[src/rtl/drone_pkg.sv]
// drone_pkg: shared sizing constants and index types for the drone map datapath.
package drone_pkg;
   localparam int LINHAS        = 4;
   localparam int COLUNAS_MAPA  = 16;
   localparam int TEMPO_ESPERA  = 50;
   localparam int DRONE_INICIAL = 1;
   localparam int COL_W         = $clog2(COLUNAS_MAPA);
   localparam int LIN_W         = $clog2(LINHAS);
   localparam int MASK_W        = LINHAS;
   localparam int T_W           = $clog2(TEMPO_ESPERA);
   typedef logic [COL_W-1:0]  coluna_t;
   typedef logic [LIN_W-1:0]  linha_t;
   typedef logic [MASK_W-1:0] mascara_t;
   typedef logic [T_W-1:0]    tempo_t;
endpackage

[src/rtl/rom_mapa.sv]
// rom_mapa: column index -> obstacle mask; column 0 is clear, then a single
// obstacle that steps one row per column and wraps around the rows.
module rom_mapa
   import drone_pkg::*;
(
   input  coluna_t  coluna_i,
   output mascara_t mascara_o
);
   always_comb
      mascara_o = (coluna_i == '0) ? '0 : mascara_t'(1) << linha_t'(coluna_i - coluna_t'(1));
endmodule

[src/rtl/fluxo_mapa_drone.sv]
// fluxo_mapa_drone: espera timer, map scroll column, button-driven drone row
// and collision lookup against the obstacle ROM.
module fluxo_mapa_drone
   import drone_pkg::*;
(
   input  logic               clock,
   input  logic               reset,
   input  logic               zeraPosicoes,
   input  logic               zeraT,
   input  logic               contaT,
   input  logic               desloca,
   input  logic               botao_cima,
   input  logic               botao_baixo,
   output logic               fim_espera,
   output logic               fim_mapa,
   output logic               colisao,
   output logic [COL_W-1:0]   db_coluna,
   output logic [LIN_W-1:0]   db_linha,
   output logic [MASK_W-1:0]  db_obstaculos
);
   tempo_t   timer_q, timer_d;
   coluna_t  coluna_q, coluna_d;
   linha_t   linha_q, linha_d;
   logic     cima_q, baixo_q, sobe, desce;
   mascara_t mascara;

   rom_mapa u_rom (.coluna_i(coluna_q), .mascara_o(mascara));

   assign fim_espera    = timer_q == tempo_t'(TEMPO_ESPERA-1);
   assign fim_mapa      = coluna_q == coluna_t'(COLUNAS_MAPA-1);
   assign colisao       = mascara[linha_q];
   assign db_coluna     = coluna_q;
   assign db_linha      = linha_q;
   assign db_obstaculos = mascara;
   assign sobe          = botao_cima & ~cima_q;
   assign desce         = botao_baixo & ~baixo_q;

   always_comb begin
      timer_d  = zeraT ? '0 : (contaT && !fim_espera) ? timer_q + tempo_t'(1) : timer_q;
      coluna_d = zeraPosicoes ? '0 : (desloca && !fim_mapa) ? coluna_q + coluna_t'(1) : coluna_q;
      linha_d  = zeraPosicoes ? linha_t'(DRONE_INICIAL)
               : (sobe && !desce && linha_q != linha_t'(LINHAS-1)) ? linha_q + linha_t'(1)
               : (desce && !sobe && linha_q != '0) ? linha_q - linha_t'(1)
               : linha_q;
   end

   always_ff @(posedge clock or posedge reset)
      if (reset) begin
         timer_q  <= '0;
         coluna_q <= '0;
         linha_q  <= linha_t'(DRONE_INICIAL);
         cima_q   <= 1'b0;
         baixo_q  <= 1'b0;
      end else begin
         timer_q  <= timer_d;
         coluna_q <= coluna_d;
         linha_q  <= linha_d;
         cima_q   <= botao_cima;
         baixo_q  <= botao_baixo;
      end
endmodule

[config.mk]
export PLATFORM = sky130hd
export DESIGN_NAME = fluxo_mapa_drone
export DESIGN_NICKNAME = d
export VERILOG_FILES = /design/src/rtl/drone_pkg.sv /design/src/rtl/rom_mapa.sv /design/src/rtl/fluxo_mapa_drone.sv
export SDC_FILE = /design/constraint.sdc
export NUM_CORES = 1
export LEC_CHECK = 0
export ABC_AREA = 1
export BUFFER_PORTS_ARGS = -buffer_cell sky130_fd_sc_hd__buf_2
export CORE_MARGIN = 2
export CORE_UTILIZATION = 30
export CTS_BUF_LIST = sky130_fd_sc_hd__clkbuf_8
export CTS_CLUSTER_SIZE = 8
export DETAILED_ROUTE_END_ITERATION = 10
export PLACE_DENSITY = 0.59
export SLEW_MARGIN = 30
export SYNTH_ARGS = -nofsm -noshare
export SYNTH_HDL_FRONTEND = slang
export SYNTH_SLANG_ARGS = --single-unit
[constraint.sdc]
create_clock -name clock -period 1.3 [get_ports clock]
set_input_delay 0.26 -clock clock [delete_from_list [all_inputs] [get_ports clock]]
set_output_delay 0.26 -clock clock [all_outputs]
set_load 0.01 [all_outputs]
# Word level (Yosys, flattened, before mapping)
# Index checks and enable logic that the tools add are counted.
[op_classes] n_mux=10 n_shift=1 n_bitwise=4 n_reduce_logical=15 order_cmp=1 n_eq_ne=3 n_addsub=5
[op_table] operator="4-bit two-way mux" n=3
[op_table] operator="6-bit two-way mux" n=2
[op_table] operator="6-bit by 1-bit adder with 6-bit output, second input constant" n=1
[op_table] operator="6-bit == test, second input constant" n=1
[op_table] operator="1-bit logical AND" n=6
[op_table] operator="2-bit two-way mux" n=3
[op_table] operator="2-bit nonzero test" n=3
[op_table] operator="4-bit by 1-bit adder with 4-bit output, second input constant" n=1
[op_table] operator="4-bit == test, second input constant" n=1
[op_table] operator="1-bit zero test" n=4
[op_table] operator="4-bit zero test" n=1
[op_table] operator="1-bit by 2-bit << shifter with 4-bit output, first input constant" n=1
[op_table] operator="2-bit by 1-bit subtractor with 2-bit output, second input constant" n=2
[op_table] operator="2-bit by 3-bit < comparator with 1-bit output, second input constant" n=1
[op_table] operator="3-bit nonzero test" n=1
[op_table] operator="2-bit by 1-bit adder with 2-bit output, second input constant" n=1
[op_table] operator="1-bit bitwise AND" n=2
[op_table] operator="1-bit binary-select mux with 2-bit select" n=1
[op_table] operator="2-bit inequality test, second input constant" n=1
[op_table] operator="1-bit inverter" n=2
[op_table] operator="1-bit two-way mux" n=1
[word_totals] register_bits=14 out_inout_bits=13 inputBits=8 elab_cells=44

# Longest topological paths before layout
[depth] ltp_word=8 ltp_mapped=8 ltp_nobuf=8

# Hierarchy
# From an unflattened synthesis, not the netlist that was laid out.
[unflattened] hier_cells=124 area_unflattened_um2=875.8
[modules_own_cells] module="fluxo_mapa_drone" seq_area_each_um2=351.6 area_each_um2=839.6 cells_per_inst=115 n_inst=1
[modules_own_cells] module="rom_mapa" seq_area_each_um2=0.0 area_each_um2=36.3 cells_per_inst=9 n_inst=1

# Worst setup path after synthesis
# Ideal clock, no wire load.
[synth_path] path_kind="register to output" start="register coluna_q[0] (netlist: db_coluna[0])" end="output colisao" path_buffers=0 arrival_ns=1.165 path_slack_ns=-0.125 stages_incl_launch_ff=7 path_cell_list="dfrtp_1 -> inv_1 -> ha_1 -> o21ai_0 -> inv_1 -> nand2_1 -> a22oi_1"
[synth_between] elab_chain_cells=5 word_cells_on_any_way=6 classes_between="1 x add/sub; 1 x shift; 3 x mux; 1 x reduce/logical"
[synth_rtl] element="start: declaration" line="fluxo_mapa_drone.sv:22" rtl="coluna_t coluna_q, coluna_d;"
[synth_rtl] element="start signal: assignment" line="fluxo_mapa_drone.sv:56" rtl="coluna_q <= coluna_d;"
[synth_rtl] element="2-bit by 1-bit subtractor with 2-bit output" line="rom_mapa.sv:10" rtl="mascara_o = (coluna_i == '0) ? '0 : mascara_t'(1) << linha_t'(coluna_i - coluna_t'(1));"
[synth_rtl] element="1-bit by 2-bit << shifter with 4-bit output" line="rom_mapa.sv:10"
[synth_rtl] element="4-bit two-way mux *" line="rom_mapa.sv:10"
[synth_rtl] element="via db_obstaculos[3]" line="fluxo_mapa_drone.sv:19" rtl="output logic [MASK_W-1:0] db_obstaculos"
[synth_rtl] element="1-bit binary-select mux with 2-bit select *" line="fluxo_mapa_drone.sv:31" rtl="assign colisao = mascara[linha_q];"
[synth_rtl] element="1-bit two-way mux (not written as such) *" line="fluxo_mapa_drone.sv:31"
[synth_rtl] element="end: declaration" line="fluxo_mapa_drone.sv:16" rtl="output logic colisao,"
# Mark *: on every way through the listed nets, which the timed path passes. The rest lies on a longest branch. The select of a mux whose other input is x is not followed.

# Worst setup path in the final report
[layout_path] start="register coluna_q[0] (netlist: db_coluna[0])" end="output colisao"
[layout_between] elab_chain_cells=5 word_cells_on_any_way=6 classes_between="1 x add/sub; 1 x shift; 3 x mux; 1 x reduce/logical"
[layout_rtl] element="2-bit by 1-bit subtractor with 2-bit output" line="rom_mapa.sv:10"
[layout_rtl] element="1-bit by 2-bit << shifter with 4-bit output" line="rom_mapa.sv:10"
[layout_rtl] element="4-bit two-way mux *" line="rom_mapa.sv:10"
[layout_rtl] element="1-bit binary-select mux with 2-bit select *" line="fluxo_mapa_drone.sv:31"
[layout_rtl] element="1-bit two-way mux (not written as such) *" line="fluxo_mapa_drone.sv:31"
# Every way passes the cells marked *; elsewhere a longest branch is shown, timed or not. The select of a mux whose other input is x is not followed.

==> impl_metrics.ini <==
[die]
design.die.area_sq_um = 3480
die_y_microns = 59.0
effective_utilization_at_floorplan_pct = 32.4
ios = 21
placement_rows = 19
dieWidth_microns = 59.0
core_area_sq_um = 2810

[cells_and_area]
antenna_cells = 0
areaGrowthSynthToFinish_pct = 35.8
layout-drive-gt1-share_pct = 36.3
fin_util_pct = 44.0
final_cell_count_no_fill = 188
fillers = 283
finalInstanceArea_sq_um = 1230
finish.net_count = 172

[yosys]
synth-seq-cells = 14
ys_dominant_reg_cell = sky130_fd_sc_hd__dfrtp_1
synth_area_leaders = sky130_fd_sc_hd__dfrtp_1, sky130_fd_sc_hd__nand2_1, sky130_fd_sc_hd__nand3_1
syn_avg_cell_area_sq_um = 7.51
yosysSeqAreaShare_pct = 38.7
post_synth_instance_area_sq_um = 908
synth-edff-count = 0
synth_largest_area_cell = sky130_fd_sc_hd__dfrtp_1
yosysMostFrequentCell = sky130_fd_sc_hd__nand2_1
yosys.area.top_type_share_pct = 35.8
synth_nets = 135
synthArstFlopShare_pct = 100
yosys.cell_types.count = 21
synth.yosys.warnings = 0
synth_cells = 121
synth_common_cells = sky130_fd_sc_hd__nand2_1, sky130_fd_sc_hd__inv_1, sky130_fd_sc_hd__nand3_1

[setup_path]
worst-path-buf-inv = 3
arrival_ns = 1.33
reg2reg_depth = 6
critPathMaxStageDelay_ns = 0.44
timing_endpoint_of_the_critical_path = colisao
worst_path_dominant_cell_family = flip-flops
timing.rr.start = db_coluna[0]
critical_path_required_ns = 1.04
critPathLaunchType = flip-flop
crit_path_top_delay_cell = sky130_fd_sc_hd__dfrtp_2
crit_start = db_coluna[0]
crit_path_end_kind = output pin
critPathKind = flip-flop to output pin
path_depth = 7
path_cells = inv_4, ha_4, o21ai_2, inv_1, nand2_1, a22oi_2, buf_2
timing.critical_path.fanout_max = 4
crit-reg2reg-capture = db_coluna[1]
r2r_setup_slack_ns = -0.01

[sta]
setup_violations = 9
fmax_mhz = 629
min_period_over_period_pct = 122
grt_setup_unrepaired = yes
worst-slew-pin-transition_ns = 0.563
timing.final.crit_period_ns = 1.59
hold_viol_final = 0
finalWorstSetupSlack_ns = -0.290
clock_skew_ns = 0.00382
timing_max_transition_violations_final = 0
max-slew-margin-rel_pct = 62.4

[cts]
cts-root-buf = sky130_fd_sc_hd__clkbuf_8
ctsHoldBuffers = 0
clock_buffer_count_from_cts = 3
clock_path_buffers = 2
clock_tree.htree_level_count = 1
clock_sinks = 14
clk_pin_slew_ns = 0.06
cts_tree = yes
clk-insertion-delay-late_ns = 0.25

[worst_hold_path]
timing.hold.worst.class = input pin to async pin

[global_routing]
antenna_found_initial = 0
pin_count_of_the_biggest_net_entering_global_routing = 15
globalRouteTotalUtil_pct = 14.7
grt_pass1_vias = 905
grt_remaining_overflow = 0
grt_first_pass_wirelength_microns = 3790

[routing]
post-route-drc-count = 0
detailedRoute.firstPassIterationCount = 4
drt_first_iter_violations = 33
post_drt_via_cell_ratio = 4.89
route.antenna.remaining_nets = 0
wire_per_inst_microns = 11.2
vias = 919
drt-total-wl_microns = 2110

[placement]
dpl_cell_area_sq_um = 1110
gp_congestion = 0.809
dp.cells = 180
io_buffer_count = 20
post-dp-hpwl_microns = 1610

[pwr]
p_total_mw = 1.12
power-per-cell-area_nw_per_um2 = 912
irDropWorstVdd_uv = 462
power.leakage_nw = 0.674

[outcome]
run_status = complete, but fails checks
violations = negative setup slack

[run]
drv_cap = 0
[flip-flops by register name, summed over array words and instances, names as in the netlist]
name       cells
db_linha       2
db_coluna      4
baixo_q        1
cima_q         1
timer_q        6
[through the flow]
step	hold WS, ns	setup TNS, ns	setup WS [ns]
floorplan	0.148	-0.0261	-0.0261
global placement	0.337	-0.0400	-0.0400
detailed placement	0.350	-0.104	-0.104
CTS	0.0776	-0.996	-0.323
global route	0.108	-2.25	-0.344
finish	0.0503	-0.962	-0.290
[area by class of cell]
| type | instances | area [sq um] | area share (%) |
|---|---|---|---|
| clock inverters | 1 | 3.75 | 0.304 |
| inverters | 22 | 87.6 | 7.10 |
| clock buffers | 3 | 41.3 | 3.35 |
| multi-input cells | 84 | 509 | 41.3 |
| repair buffers | 33 | 198 | 16.0 |
| well taps | 31 | 38.8 | 3.14 |
| flip-flops and latches | 14 | 355 | 28.8 |
[what timing repair did]
item	in CTS	in global routing
buffers inserted	4	0
pin swaps	3	4
gates resized for setup	5	10
setup endpoints to repair	7	19
[worst register-to-register path, delay by kind of cell (launching register included)]
family / cells / cell delay, ns
buffers and inverters: 1 / 0.11
AND/OR/NAND/NOR: 3 / 0.32
flip-flops: 1 / 0.44
adder cells (fa/ha/maj): 1 / 0.27
AO/OA/AOI/OAI: 1 / 0.09
[where the power goes]
part	internal, mW	total [mW]	switching, mW
sequential	0.464	0.496	0.0315
clock	0.209	0.378	0.169
combinational	0.112	0.250	0.138
[cell families (layout without fill, tap and decap cells)]
logic type,Yosys count,after routing,share of synthesized area (%)
fa+ha+maj,6,6,8.26
compound gates,12,12,7.71
flops,14,14,38.7
xor+xnor,2,2,1.93
buf+inv,23,59,10.3
simple gates,64,64,33.1
[per-layer routing]
| metal | part of all wire, % | global-route usage [%] | vias to the layer above |
|---|---|---|---|
| met1 | 43 | 17.5 | 434 |
| met2 | 51 | 24.6 | 18 |
| met5 | 0 | 0 | - |
| met4 | 2.9 | 8.77 | 0 |
| met3 | 3.6 | 2.62 | 4 |
| li1 | - | - | 463 |
[cells in the final DEF (no fill, tap or decap), types with 4 or more instances in the layout]
cell | netlist | routed
sky130_fd_sc_hd__nand2_1 | 32 | 31
sky130_fd_sc_hd__buf_2 | 0 | 20
sky130_fd_sc_hd__inv_1 | 20 | 19
sky130_fd_sc_hd__nand3_1 | 16 | 14
sky130_fd_sc_hd__buf_4 | 0 | 13
sky130_fd_sc_hd__dfrtp_1 | 13 | 10
sky130_fd_sc_hd__nand4_1 | 6 | 6
sky130_fd_sc_hd__nor2_1 | 5 | 5
sky130_fd_sc_hd__o21ai_1 | 4 | 4
[worst min-delay path by stage]
stage | startpoint | end
floorplan | reset | baixo_q
global placement | reset | timer_q[5]
detailed placement | reset | db_coluna[3]
CTS | reset | timer_q[1]
global route | reset | timer_q[0]
finish | reset | timer_q[1]
Note: power is estimated with default switching activity, not from simulation.
